**src/rtl/exit_park.sv**
```systemverilog
`default_nettype none
// ============================================================================
//  Module      : exit_park
//  Description : Exit-side parking controller. Validates a car-leaving
//                request against the shared occupancy map, pulses a one-hot
//                release mask for the occupancy owner, holds the exit gate
//                open for GATE_CYCLES cycles and counts successful exits.
//  Revision    : 1.0 - initial release
// ============================================================================
module exit_park #(
  parameter int GATE_CYCLES = 4          // gate-open duration, legal 1..15
) (
  input  logic       clk,
  input  logic       rst_n,
  input  logic       exit_req,
  input  logic [2:0] exit_slot,
  input  logic [7:0] parking_capacity,
  output logic [7:0] release_mask,
  output logic       exit_ack,
  output logic       exit_err,
  output logic       gate_open,
  output logic       busy,
  output logic [7:0] exit_count
);

  localparam logic [3:0] GATE_LOAD = 4'(GATE_CYCLES);

  typedef enum logic [2:0] {
    S_IDLE     = 3'd0,
    S_CHECK    = 3'd1,
    S_RELEASE  = 3'd2,
    S_GATE     = 3'd3,
    S_ERROR    = 3'd4,
    S_WAIT_LOW = 3'd5
  } state_t;

  state_t     state_q;
  logic [2:0] slot_q;
  logic [3:0] gate_cnt_q;
  logic [7:0] release_mask_q;
  logic       exit_ack_q;
  logic       exit_err_q;
  logic       gate_open_q;
  logic       busy_q;
  logic [7:0] exit_count_q;
  logic [7:0] exit_count_d;

  // Wrapping successor of the exit counter (255 -> 0 falls out naturally).
  assign exit_count_d = exit_count_q + 8'd1;

  // Controller FSM; every output is a flop loaded together with the state it
  // belongs to, so the outputs are glitch-free and aligned with the state.
  always_ff @(posedge clk or negedge rst_n) begin
    if (!rst_n) begin
      state_q        <= S_IDLE;
      slot_q         <= 3'd0;
      gate_cnt_q     <= 4'd0;
      release_mask_q <= 8'd0;
      exit_ack_q     <= 1'b0;
      exit_err_q     <= 1'b0;
      gate_open_q    <= 1'b0;
      busy_q         <= 1'b0;
      exit_count_q   <= 8'd0;
    end else begin
      // Pulse outputs default low; only the CHECK decision raises them.
      release_mask_q <= 8'd0;
      exit_ack_q     <= 1'b0;
      exit_err_q     <= 1'b0;
      case (state_q)
        S_IDLE: begin
          if (exit_req) begin
            slot_q  <= exit_slot;        // slot frozen from here on
            state_q <= S_CHECK;
            busy_q  <= 1'b1;
          end
        end
        S_CHECK: begin
          // Occupancy is looked at only on this edge.
          if (parking_capacity[slot_q]) begin
            state_q        <= S_RELEASE;
            release_mask_q <= 8'd1 << slot_q;
            exit_ack_q     <= 1'b1;
          end else begin
            state_q    <= S_ERROR;
            exit_err_q <= 1'b1;
          end
        end
        S_RELEASE: begin
          state_q      <= S_GATE;
          gate_cnt_q   <= GATE_LOAD;
          gate_open_q  <= 1'b1;
          exit_count_q <= exit_count_d;
        end
        S_GATE: begin
          // Counter value equals remaining open cycles including this one.
          if (gate_cnt_q <= 4'd1) begin
            state_q     <= S_WAIT_LOW;
            gate_cnt_q  <= 4'd0;
            gate_open_q <= 1'b0;
          end else begin
            gate_cnt_q <= gate_cnt_q - 4'd1;
          end
        end
        S_ERROR: begin
          state_q <= S_WAIT_LOW;
        end
        S_WAIT_LOW: begin
          // A request still held from this transaction must not rearm.
          if (!exit_req) begin
            state_q <= S_IDLE;
            busy_q  <= 1'b0;
          end
        end
        default: begin
          state_q     <= S_IDLE;
          gate_cnt_q  <= 4'd0;
          gate_open_q <= 1'b0;
          busy_q      <= 1'b0;
        end
      endcase
    end
  end

  assign release_mask = release_mask_q;
  assign exit_ack     = exit_ack_q;
  assign exit_err     = exit_err_q;
  assign gate_open    = gate_open_q;
  assign busy         = busy_q;
  assign exit_count   = exit_count_q;

endmodule
`default_nettype wire

```
**config.mk**
```make
export PLATFORM = sky130hd
export DESIGN_NAME = exit_park
export DESIGN_NICKNAME = d
export VERILOG_FILES = /design/src/rtl/exit_park.sv
export SDC_FILE = /design/constraint.sdc
export NUM_CORES = 1
export LEC_CHECK = 0
export BUFFER_PORTS_ARGS = -buffer_cell sky130_fd_sc_hd__buf_2
export CORE_MARGIN = 4
export CORE_UTILIZATION = 30
export DETAILED_ROUTE_END_ITERATION = 8
export GPL_TIMING_DRIVEN = 0
export PLACE_DENSITY = 0.47
export SETUP_SLACK_MARGIN = 0.15
export SKIP_CTS_REPAIR_TIMING = 1
export SLEW_MARGIN = 20
export SYNTH_ARGS = -nofsm -noshare
export SYNTH_HDL_FRONTEND = slang
export SYNTH_SLANG_ARGS = --single-unit
```
**constraint.sdc**
```tcl
create_clock -name clk -period 2.6 [get_ports clk]
set_input_delay 0.39 -clock clk [delete_from_list [all_inputs] [get_ports clk]]
set_output_delay 0.39 -clock clk [all_outputs]
set_load 0.005 [all_outputs]
```
After elaboration in Yosys (flattened, before gate mapping)
Index checks and enable logic that the tools add are counted.

Shift-type cells: 1. Bitwise logic cells: 2. Eq/ne operators: 8. Order comparisons: 2. Multiplexer cells: 20. Reductions and logical operators: 7. $add $sub $neg: 2.

Operators with widths (count): 3-bit one-hot mux with 6 select lines (1); 8-bit two-way mux (2); 3-bit two-way mux (4); 4-bit one-hot mux with 3 select lines (1); 8-bit by 1-bit adder with 8-bit output (second input constant) (1); 1-bit two-way mux (8); 4-bit OR reduction (2); 1-bit by 3-bit left shift with 8-bit output (first input constant) (1); 3-bit by 2-bit == test with 1-bit output (second input constant) (2); 3-bit == test (second input constant) (2); 2-bit != test (second input constant) (3); 1-bit one-hot mux with 3 select lines (2); 3-bit AND reduction (2); 4-bit by 1-bit <= comparator with 1-bit output (second input constant) (1); 3-bit by 4-bit less-than comparator with 1-bit output (second input constant) (1); 4-bit two-way mux (1); 2-bit AND reduction (2); 4-bit by 1-bit subtractor with 4-bit output (second input constant) (1); 1-bit binary-select mux with 3-bit select (1); 3-bit by 1-bit == test with 1-bit output (second input constant) (1); 3-bit zero test (1); 1-bit inverter (2).

Flip-flop bits (word level): 30. Input port bits: 14. Logic and storage cells: 51.

Logic depth before layout (Yosys ltp)
Depth after elaboration: 4. Depth in mapped cells: 6. Mapped depth without buffers: 6.

Least setup slack after synthesis
Ideal clock, no wire load.

Path type: register to register. From: register slot_q[0]. To: register state_q[1]. Arrival: 1323 ps. Data required time: 2478 ps. Clock period less this slack: 1444 ps. Setup slack: 1156 ps. Stages on the path, launching flop included: 5. Buffers on the path: 0. Cells stage by stage: dfrtp_1 mux4_2 nand2b_2 nand2_1 a32o_1.

Longest elaborated chain between the ends: 4.

Ends and longest elaborated chain: from (decl) (line 38) `logic [2:0] slot_q;`; from (signal assigned) (line 72) `slot_q <= exit_slot;`; 1-bit binary-select mux with 3-bit select (line 79) `if (parking_capacity[slot_q]) begin`; 1-bit two-way mux (implied by the code) (line 79); 3-bit two-way mux (line 79); 3-bit one-hot mux with 6 select lines (line 69) `case (state_q)`; to (signal assigned) (line 73) `state_q <= S_CHECK;`; to (signal assigned) (line 80) `state_q <= S_RELEASE;`; to (signal assigned) (line 84) `state_q <= S_ERROR;`; to (decl) (line 37) `state_t state_q;`.

Every way passes these cells. The select of a mux whose other input is x is not followed. A chain may end at the register's enable or synchronous reset.

Worst setup path in the final report
Ends and elaborated chain as after synthesis.

==> impl_metrics.env <==
export IMPL_core_sq_um=4350
export IMPL_crit_required_ps=2770
export IMPL_layout_commonest_cell="buf_2"
export IMPL_p_switching_uw=654
export IMPL_path_clk_slew_ps=60
export IMPL_hpwl_mm=2.04
export IMPL_diodes=0
export IMPL_num_rows=24
export IMPL_dpl_cell_area_sq_um=1580
export IMPL_crit_path_end_kind="register"
export IMPL_cp_start_kind="register"
export IMPL_grt_max_degree=31
export IMPL_clk_path_buf_depth=2
export IMPL_rr_startpoint="slot_q[0]"
export IMPL_drcViolationCount=0
export IMPL_drt_initial_drc_count=28
export IMPL_numCtsBuffers=5
export IMPL_fmax_ghz=0.634
export IMPL_wl_per_cell_um=12.9
export IMPL_max_slew_margin_pct=56.7
export IMPL_initial_core_util_pct=31.0
export IMPL_hold_viol=0
export IMPL_pwr_share_seq_pct=41.2
export IMPL_insertion_delay_ps=280
export IMPL_htree_levels=2
export IMPL_syn2layout_area_growth_pct=24.1
export IMPL_syn_nets=133
export IMPL_combPwrFrac_pct=37.3
export IMPL_whs_ps=134
export IMPL_ant_nets=0
export IMPL_drt_pass1_iterations=4
export IMPL_final_area_sq_um=1670
export IMPL_worstReg2RegEnd="state_q[1]"
export IMPL_critical_path_max_fanout=7
export IMPL_viasPerCell=4.67
export IMPL_drv_cap=0
export IMPL_io_buffers=33
export IMPL_slew_viol_final=0
export IMPL_die_x_um=75.1
export IMPL_final_cell_mix="buf_2 (34), dfrtp_1 (30), nand2_1 (8), nor2_1 (7)"
export IMPL_internal_power_uw=1140
export IMPL_power_uw=1790
export IMPL_reg2reg_slack_ps=1020
export IMPL_r2r_cells=4
export IMPL_routabilityCongestion=0.669
export IMPL_cts_tree="done"
export IMPL_ys_ff_latch=30
export IMPL_routed_wl_mm=2.70
export IMPL_die_area_sq_um=5630
export IMPL_run_status="finished, final reports clean"
export IMPL_p_leak_uw=0.000804
export IMPL_synth_cells=116
export IMPL_avgSynthCellArea_sq_um=11.6
export IMPL_io_pins=34
export IMPL_antenna_found_initial=0
export IMPL_rsz0062_at_grt="false"
export IMPL_die_y_um=75.1
export IMPL_cts_sinks=30
export IMPL_hold_class="in -> async"
export IMPL_worstMarginPinSlew_ps=649
export IMPL_vias=976
export IMPL_layout_drive_gt1_share_pct=35.7
export IMPL_vdd_drop_max_uv=615
export IMPL_synth_cell_types=36
export IMPL_grt_pass1_vias=1012
export IMPL_clockPowerShare_pct=21.4
export IMPL_setup_tns_final_ps=0
export IMPL_finClkSkew_ps=5.27
export IMPL_arrival_ps=1740
export IMPL_grt_ovfl_total=0
export IMPL_switching_share_pct=36.5
export IMPL_seq_area_frac_synth_pct=55.7
export IMPL_setup_viol=0
export IMPL_grt_use_total_pct=11.1
export IMPL_synth_area_sq_um=1350
export IMPL_layout_min_cycle_time_ps=1580
export IMPL_clockRootBuffer="clkbuf_8"
export IMPL_power_density_nw_per_um2=1070
export IMPL_grt_pass1_wl_mm=4.51
export IMPL_post_route_period_util_pct=60.6
export IMPL_final_nets=173
export IMPL_path_class="reg -> reg"
export IMPL_yosys_warnings=0
cells in the mapped netlist (all sizes together):
cell     count  area, sq um
dfrtp       30          751
and2         1         6.26
inv          7         26.3
ha           3         37.5
nand3b       2         15.0
nor4b        1         15.0
o221ai       1         8.76
nand4        2         12.5
a2bb2oi      2         17.5
nand3        5         25.0
nand2        9         36.3
a22oi        1         7.51
buf          2         12.5
or3          1         6.26
a21oi        1         5.00
xor2         1         8.76
mux2         5         56.3
mux4         2         45.0
and3         1         6.26
clkbuf       2         7.51
nor3b        1         18.8
and4         1         8.76
nor3         5         25.0
nor2         7         26.3
a32o         1         10.0
xnor2        6         52.6
or2          1         6.26
o2bb2ai      1         8.76
o22ai        3         18.8
o21ai        6         30.0
nand2b       4         27.5
maj3         1         10.0
per-stage QoR:
stage	util, %	worst slack (ps)	std cells
floorplan	-	1160	116
global placement	36.3	1030	201
detailed placement	36.3	1020	201
CTS	38.4	1010	209
global route	38.4	919	209
finish	38.4	1020	209
flip-flops by register name, summed over array words and instances (netlist names):
| register | flops |
|---|---|
| state_q | 3 |
| exit_ack | 1 |
| exit_count | 8 |
| busy | 1 |
| exit_err | 1 |
| release_mask | 8 |
| gate_open | 1 |
| gate_cnt_q | 4 |
| slot_q | 3 |
worst max path at each step:
| stage | from | to | slack (ps) | cells past startpoint |
|---|---|---|---|---|
| final | slot_q[0] | state_q[1] | 1020 | 4 |
| after global routing | gate_cnt_q[0] | gate_cnt_q[3] | 920 | 5 |
| after CTS | slot_q[0] | state_q[1] | 1010 | 4 |
| after detailed placement | slot_q[0] | state_q[1] | 1020 | 4 |
| after global placement | slot_q[0] | state_q[1] | 1030 | 4 |
| after floorplan | slot_q[0] | state_q[1] | 1160 | 4 |
critical path, stage by stage (launching register included):
cell     delay [ps]
dfrtp_1         480
mux4_2          550
nand2_2         140
nand2_1          90
a32o_1          200
power by group through the flow:
stage / Sequential (uW) / Clock, uW / Combinational, uW
after floorplan: 727 / 0 / 480
after global placement: 740 / 0 / 664
after detailed placement: 745 / 0 / 678
after CTS: 739 / 398 / 682
after global routing: 761 / 426 / 758
final: 739 / 384 / 670
final cells by class:
class / instances / area, sq um
clock buffers: 6 / 82.6
plain buffers: 4 / 20.0
repair buffers: 33 / 165
multi-input cells: 75 / 552
flip-flops and latches: 30 / 751
inverters: 7 / 26.3
well taps: 52 / 65.1
clock inverters: 2 / 12.5
fillers: 434 / 2680
routing by layer:
layer | up-vias | track usage [%] | wire length [um]
met3 | 5 | 5.21 | 215
met5 | - | 0 | 0
met2 | 27 | 17.2 | 1180
met4 | 0 | 5.34 | 57
met1 | 457 | 12.9 | 1240
li1 | 487 | - | -
cells by family after synthesis:
family | count (synthesis) | synth area share, %
compound gates | 16 | 7.89
simple gates | 41 | 17.4
buf+inv | 11 | 3.43
mux | 7 | 7.51
flops | 30 | 55.7
xor+xnor | 7 | 4.55
fa+ha+maj | 4 | 3.53
Note: power is estimated with default switching activity, not from simulation.
